<file path="config.mk">
export PLATFORM = sky130hd
export DESIGN_NAME = regfile_wb_arbiter
export DESIGN_NICKNAME = d
export VERILOG_FILES = /design/src/rtl/regfile_wb_arbiter.sv
export SDC_FILE = /design/constraint.sdc
export NUM_CORES = 1
export LEC_CHECK = 0
export CAP_MARGIN = 20
export CELL_PAD_IN_SITES_DETAIL_PLACEMENT = 1
export CELL_PAD_IN_SITES_GLOBAL_PLACEMENT = 1
export CORE_MARGIN = 2
export CORE_UTILIZATION = 25
export DETAILED_ROUTE_END_ITERATION = 12
export HOLD_SLACK_MARGIN = 0.05
export PLACE_DENSITY_LB_ADDON = 0.05
export SLEW_MARGIN = 5
export SYNTH_ARGS = -nofsm -noshare
export SYNTH_HDL_FRONTEND = slang
export SYNTH_SLANG_ARGS = --single-unit
</file>
<file path="constraint.sdc">
create_clock -name clk -period 3.6 [get_ports clk]
set_clock_uncertainty 0.1 [all_clocks]
set_input_delay 0.72 -clock clk [delete_from_list [all_inputs] [get_ports clk]]
set_output_delay 0.72 -clock clk [all_outputs]
set_load 0.1 [all_outputs]
</file>
<file path="src/rtl/regfile_wb_arbiter.sv">
// regfile_wb_arbiter: round-robin arbiter that shares the single write port of
// the register file among NUM_REQ writeback sources. The granted write is
// registered and presented to the register file (and to forwarding logic) one
// cycle after acceptance.
// Optional build macro: WB_ZERO_REG_EN -- accepted writes to address 0 never
// raise write_enable, so register 0 stays untouched.
module regfile_wb_arbiter #(
    parameter int NUM_REQ = 3,
    parameter int DATA_W  = 64,
    parameter int ADDR_W  = 5
) (
    input  logic                        clk,
    input  logic                        rst,
    input  logic [NUM_REQ-1:0]          req_valid,
    input  logic [NUM_REQ*ADDR_W-1:0]   req_addr,
    input  logic [NUM_REQ*DATA_W-1:0]   req_data,
    output logic [NUM_REQ-1:0]          req_ready,
    input  logic                        wb_stall,
    output logic                        write_enable,
    output logic [ADDR_W-1:0]           write_addr,
    output logic [DATA_W-1:0]           write_data,
    output logic                        inflight_valid,
    output logic [ADDR_W-1:0]           inflight_addr,
    output logic [15:0]                 grant_count
);

    localparam int PTR_W = (NUM_REQ > 1) ? $clog2(NUM_REQ) : 1;

    logic [PTR_W-1:0]  rr_ptr;
    logic [PTR_W-1:0]  grant_idx;
    logic [PTR_W-1:0]  next_ptr;
    logic              accept;
    logic              wr_ok;
    logic [ADDR_W-1:0] sel_addr;
    logic [DATA_W-1:0] sel_data;
    int                idx;

    // Search req_valid from rr_ptr upward, wrapping; first valid requester wins.
    always_comb begin
        req_ready = '0;
        grant_idx = '0;
        accept    = 1'b0;
        idx       = 0;
        if (!wb_stall) begin
            for (int k = 0; k < NUM_REQ; k++) begin
                idx = int'(rr_ptr) + k;
                if (idx >= NUM_REQ) idx = idx - NUM_REQ;
                if (!accept && req_valid[idx[PTR_W-1:0]]) begin
                    accept                    = 1'b1;
                    req_ready[idx[PTR_W-1:0]] = 1'b1;
                    grant_idx                 = idx[PTR_W-1:0];
                end
            end
        end
    end

    assign sel_addr = req_addr[grant_idx*ADDR_W +: ADDR_W];
    assign sel_data = req_data[grant_idx*DATA_W +: DATA_W];
    assign next_ptr = (grant_idx == PTR_W'(NUM_REQ - 1)) ? '0 : grant_idx + 1'b1;

`ifdef WB_ZERO_REG_EN
    // Register 0 is hardwired: accept the request but suppress the write.
    assign wr_ok = (sel_addr != '0);
`else
    assign wr_ok = 1'b1;
`endif

    // Round-robin pointer moves past the winner only on acceptance.
    always_ff @(posedge clk or negedge rst) begin
        if (!rst)
            rr_ptr <= '0;
        else if (accept)
            rr_ptr <= next_ptr;
    end

    // Output register: write pulses for one cycle; address/data hold when idle.
    always_ff @(posedge clk or negedge rst) begin
        if (!rst) begin
            write_enable <= 1'b0;
            write_addr   <= '0;
            write_data   <= '0;
        end else begin
            write_enable <= accept && wr_ok;
            if (accept) begin
                write_addr <= sel_addr;
                write_data <= sel_data;
            end
        end
    end

    // Saturating count of accepted requests.
    always_ff @(posedge clk or negedge rst) begin
        if (!rst)
            grant_count <= '0;
        else if (accept && grant_count != 16'hFFFF)
            grant_count <= grant_count + 16'd1;
    end

    assign inflight_valid = write_enable;
    assign inflight_addr  = write_addr;

endmodule

</file>
==> flow_results.xml <==
<?xml version="1.0" encoding="UTF-8"?>
<metrics>
  <group name="detailed_routing">
    <metric name="final_antenna_net_count" unit="">0</metric>
    <metric name="via_count" unit="">5406</metric>
    <metric name="wl" unit="mm">21.7</metric>
    <metric name="vias_per_cell" unit="">5.12</metric>
    <metric name="met2WireLength" unit="mm">11.0</metric>
    <metric name="avgRoutedWirePerCell" unit="um">20.5</metric>
    <metric name="drt_pass1_iterations" unit="">4</metric>
    <metric name="m1WireLength" unit="mm">8.53</metric>
    <metric name="route.met3.wl" unit="mm">1.57</metric>
    <metric name="highest-signal-layer" unit="">met4</metric>
    <metric name="drtIter0Drc" unit="">187</metric>
    <metric name="drcViolationCount" unit="">0</metric>
  </group>
  <group name="critical_path">
    <metric name="crit_path_max_incr_delay" unit="ns">0.67</metric>
    <metric name="setup.worst_path.end_class" unit="">output pin</metric>
    <metric name="worstPathRequired" unit="ns">2.78</metric>
    <metric name="timing.critical_path.cells" unit="">inv_1, ha_1, or4b_2, o22ai_1, a22oi_1, a21oi_2, buf_12</metric>
    <metric name="timing_worst_setup_path_type" unit="">flip-flop to output pin</metric>
    <metric name="crit_path_top_delay_cell" unit="">sky130_fd_sc_hd__or4b_2</metric>
    <metric name="wp_data_arrival" unit="ns">2.54</metric>
    <metric name="buffers_plus_inverters_on_the_worst_setup_path" unit="">2</metric>
    <metric name="cp_max_fo" unit="">3</metric>
    <metric name="path_delay_family" unit="">simple AND/OR/NAND/NOR gates</metric>
    <metric name="start_kind" unit="">flip-flop</metric>
  </group>
  <group name="layout">
    <metric name="fill_cells" unit="">2155</metric>
    <metric name="antennaDiodeCount" unit="">0</metric>
    <metric name="nNetsFinal" unit="">1035</metric>
    <metric name="layout-drive-gt1-share" unit="%">9.37</metric>
    <metric name="seqCellArea" unit="um2">2200</metric>
    <metric name="syn_to_final_growth" unit="%">73.9</metric>
    <metric name="multi_input_comb_area" unit="um2">2200</metric>
  </group>
  <group name="sta">
    <metric name="min_setup_slack_post_route" unit="ns">0.243</metric>
    <metric name="drv_slew" unit="">0</metric>
    <metric name="max_slew.worst_pin.slew" unit="ns">1.01</metric>
    <metric name="max_slew_margin" unit="%">32.6</metric>
    <metric name="max_freq" unit="MHz">298</metric>
    <metric name="crit_share_post_route" unit="%">93.2</metric>
    <metric name="setup-violations-final" unit="">0</metric>
    <metric name="final-hold-violation-count" unit="">0</metric>
    <metric name="grt_setup_unrepaired" unit="">false</metric>
    <metric name="final.min_clock_period" unit="ns">3.36</metric>
    <metric name="final_setup_tns" unit="ns">0</metric>
  </group>
  <group name="floorplan">
    <metric name="fp.dieArea" unit="um2">19900</metric>
    <metric name="placeableCoreArea" unit="um2">18600</metric>
    <metric name="initial_utilization" unit="%">25.2</metric>
    <metric name="die_height" unit="um">141</metric>
    <metric name="die_w" unit="um">141</metric>
    <metric name="ios" unit="">308</metric>
    <metric name="placementRows" unit="">50</metric>
  </group>
  <group name="logic_synthesis">
    <metric name="mappedNetlistArea" unit="um2">4690</metric>
    <metric name="post_synth_num_cell_types" unit="">48</metric>
    <metric name="synth.yosys.seq_area_share" unit="%">47.0</metric>
    <metric name="synth_seq_cells" unit="">88</metric>
    <metric name="netlist_instances" unit="">536</metric>
    <metric name="syn-num-nets" unit="">754</metric>
    <metric name="syn-mean-instance-area" unit="um2">8.74</metric>
    <metric name="synth_async_sr_flop_share" unit="%">100</metric>
    <metric name="synth_warnings" unit="">0</metric>
    <metric name="synth-edff-count" unit="">0</metric>
    <metric name="ys.flop_type" unit="">sky130_fd_sc_hd__dfrtp_1</metric>
  </group>
  <group name="grt">
    <metric name="grt_total_ovfl" unit="">0</metric>
    <metric name="grt_max_degree" unit="">69</metric>
    <metric name="first_pass_grt_wire_length" unit="mm">32.8</metric>
    <metric name="antenna_found_initial" unit="">0</metric>
    <metric name="via_count_of_the_first_global_routing_pass" unit="">5811</metric>
    <metric name="grtUsageTotal" unit="%">21.3</metric>
  </group>
  <group name="clock_tree">
    <metric name="clock_tree_from_tritoncts" unit="">built</metric>
    <metric name="cts.reportedPaths.clkPinSlew" unit="ns">0.06</metric>
    <metric name="clock_network_latency_to_the_later_pin_of_the_worst_skew_pair" unit="ns">0.34</metric>
    <metric name="root_driver" unit="">sky130_fd_sc_hd__clkbuf_16</metric>
    <metric name="cts.repair_timing.setup_buffer_count" unit="">0</metric>
    <metric name="post_cts_resize_count" unit="">0</metric>
    <metric name="cts_inserted_buffers" unit="">9</metric>
    <metric name="clock_tree.htree_level_count" unit="">3</metric>
    <metric name="ctsLongestPathBuffers" unit="">2</metric>
    <metric name="tritoncts_num_sinks" unit="">88</metric>
    <metric name="cts_hold_buf" unit="">0</metric>
  </group>
  <group name="power">
    <metric name="power" unit="mW">9.17</metric>
    <metric name="vdd_drop_max" unit="mV">0.420</metric>
    <metric name="power.static_leakage" unit="nW">3.27</metric>
    <metric name="cell_area_power_density" unit="nW/um2">1130</metric>
  </group>
  <group name="placed_design">
    <metric name="worst_slack_at_placement" unit="ns">0.285</metric>
    <metric name="finalWeightedCongestion" unit="">0.790</metric>
    <metric name="io_buffers" unit="">307</metric>
    <metric name="hpwl" unit="mm">15.8</metric>
  </group>
  <group name="worst_hold_path">
    <metric name="hp-class" unit="">input pin to async pin</metric>
  </group>
  <group name="outcome">
    <metric name="outcome" unit="">finished, final reports clean</metric>
  </group>
  <group name="job">
    <metric name="maxCapViolCount" unit="">0</metric>
  </group>
</metrics>
per-layer routing:
layer	GRT usage [%]	vias up
met1	24.2	2644
met3	6.08	32
li1	-	2505
met2	38.0	225
met5	0	-
met4	7.68	0
worst paths after layout:
| kind | endpoint | slack (ns) | from | cells past startpoint |
|---|---|---|---|---|
| worst min register to register | grant_count[11] | 0.40 | grant_count[11] | 1 |
| max in group asynchronous | inflight_addr[3] | 2.43 | rst | 2 |
| worst max register to register | write_data[15] | 0.84 | rr_ptr[0] | 9 |
| worst max-delay path | req_ready[0] | 0.24 | rr_ptr[0] | 7 |
| worst min-delay path | grant_count[3] | 0.29 | rst | 1 |
| min in group clk | grant_count[11] | 0.40 | grant_count[11] | 1 |
registers in the layout, indices dropped and copies added, names as in the netlist:
register        flops
inflight_addr       5
write_data         64
inflight_valid      1
rr_ptr              2
grant_count        16
report_power, final:
group	switching [mW]	total (mW)	internal (mW)
Clock	0.401	0.892	0.490
Combinational	4.91	6.53	1.62
Sequential	0.303	1.75	1.45
cell usage after synthesis (all sizes together), types with 5 or more instances:
library cell  count  area (um2)
o22ai            72         450
buf              31         214
dfrtp            88        2200
clkbuf           20        75.1
nand2           149         559
nor3             10        61.3
a31oi            69         432
a21oi             6        30.0
xor2              9        78.8
nor2             11        48.8
inv               5        18.8
o21ai             7        38.8
nand3             8        40.0
ha                5        62.6
logic make-up (layout without fill, tap and decap cells):
group                    Yosys count  count (layout)  synth area share (%)
multiplexers                       3               3                 0.694
adder cells (fa/ha/maj)            5               5                  1.33
AND/OR/NAND/NOR                  207             207                  19.7
XOR/XNOR                          12              12                  2.24
flip-flops                        88              88                  47.0
buffers and inverters             56             342                  6.57
AO/OA/AOI/OAI                    165             165                  22.5
cell usage in the layout, fill, tap and decap left out, drive strengths merged, types with 3 or more instances in the layout:
master | synthesis | final
nand4 | 4 | 4
o21ai | 7 | 7
clkdlybuf4s50 | 0 | 267
inv | 5 | 5
nand3 | 8 | 8
clkbuf | 20 | 16
a31oi | 69 | 69
xor2 | 9 | 9
ha | 5 | 5
buf | 31 | 54
nor3b | 3 | 3
nor4 | 3 | 3
nand2b | 4 | 4
nand2 | 149 | 149
nor2b | 4 | 4
o22ai | 72 | 72
nor2 | 11 | 11
dfrtp | 88 | 88
nor3 | 10 | 10
xnor2 | 3 | 3
a21oi | 6 | 6
through the flow:
step                util (%)  std cells  instance area [um2]  hold slack, ns
floorplan                  -        536                 4700           0.324
global placement        42.5       1040                 7890           0.381
detailed placement      42.5       1040                 7890           0.396
CTS                     43.9       1056                 8150           0.304
global route            43.9       1056                 8150           0.319
finish                  43.9       1056                 8150           0.287
layout make-up:
cell class,instances,share of cell area (%)
Clock buffer,16,3.21
Inverter,5,0.230
Timing Repair Buffer,321,39.0
Sequential cell,88,27.0
Tap cell,234,3.59
Multi-Input combinational cell,392,26.9
Power figures use the tool's default switching activity.
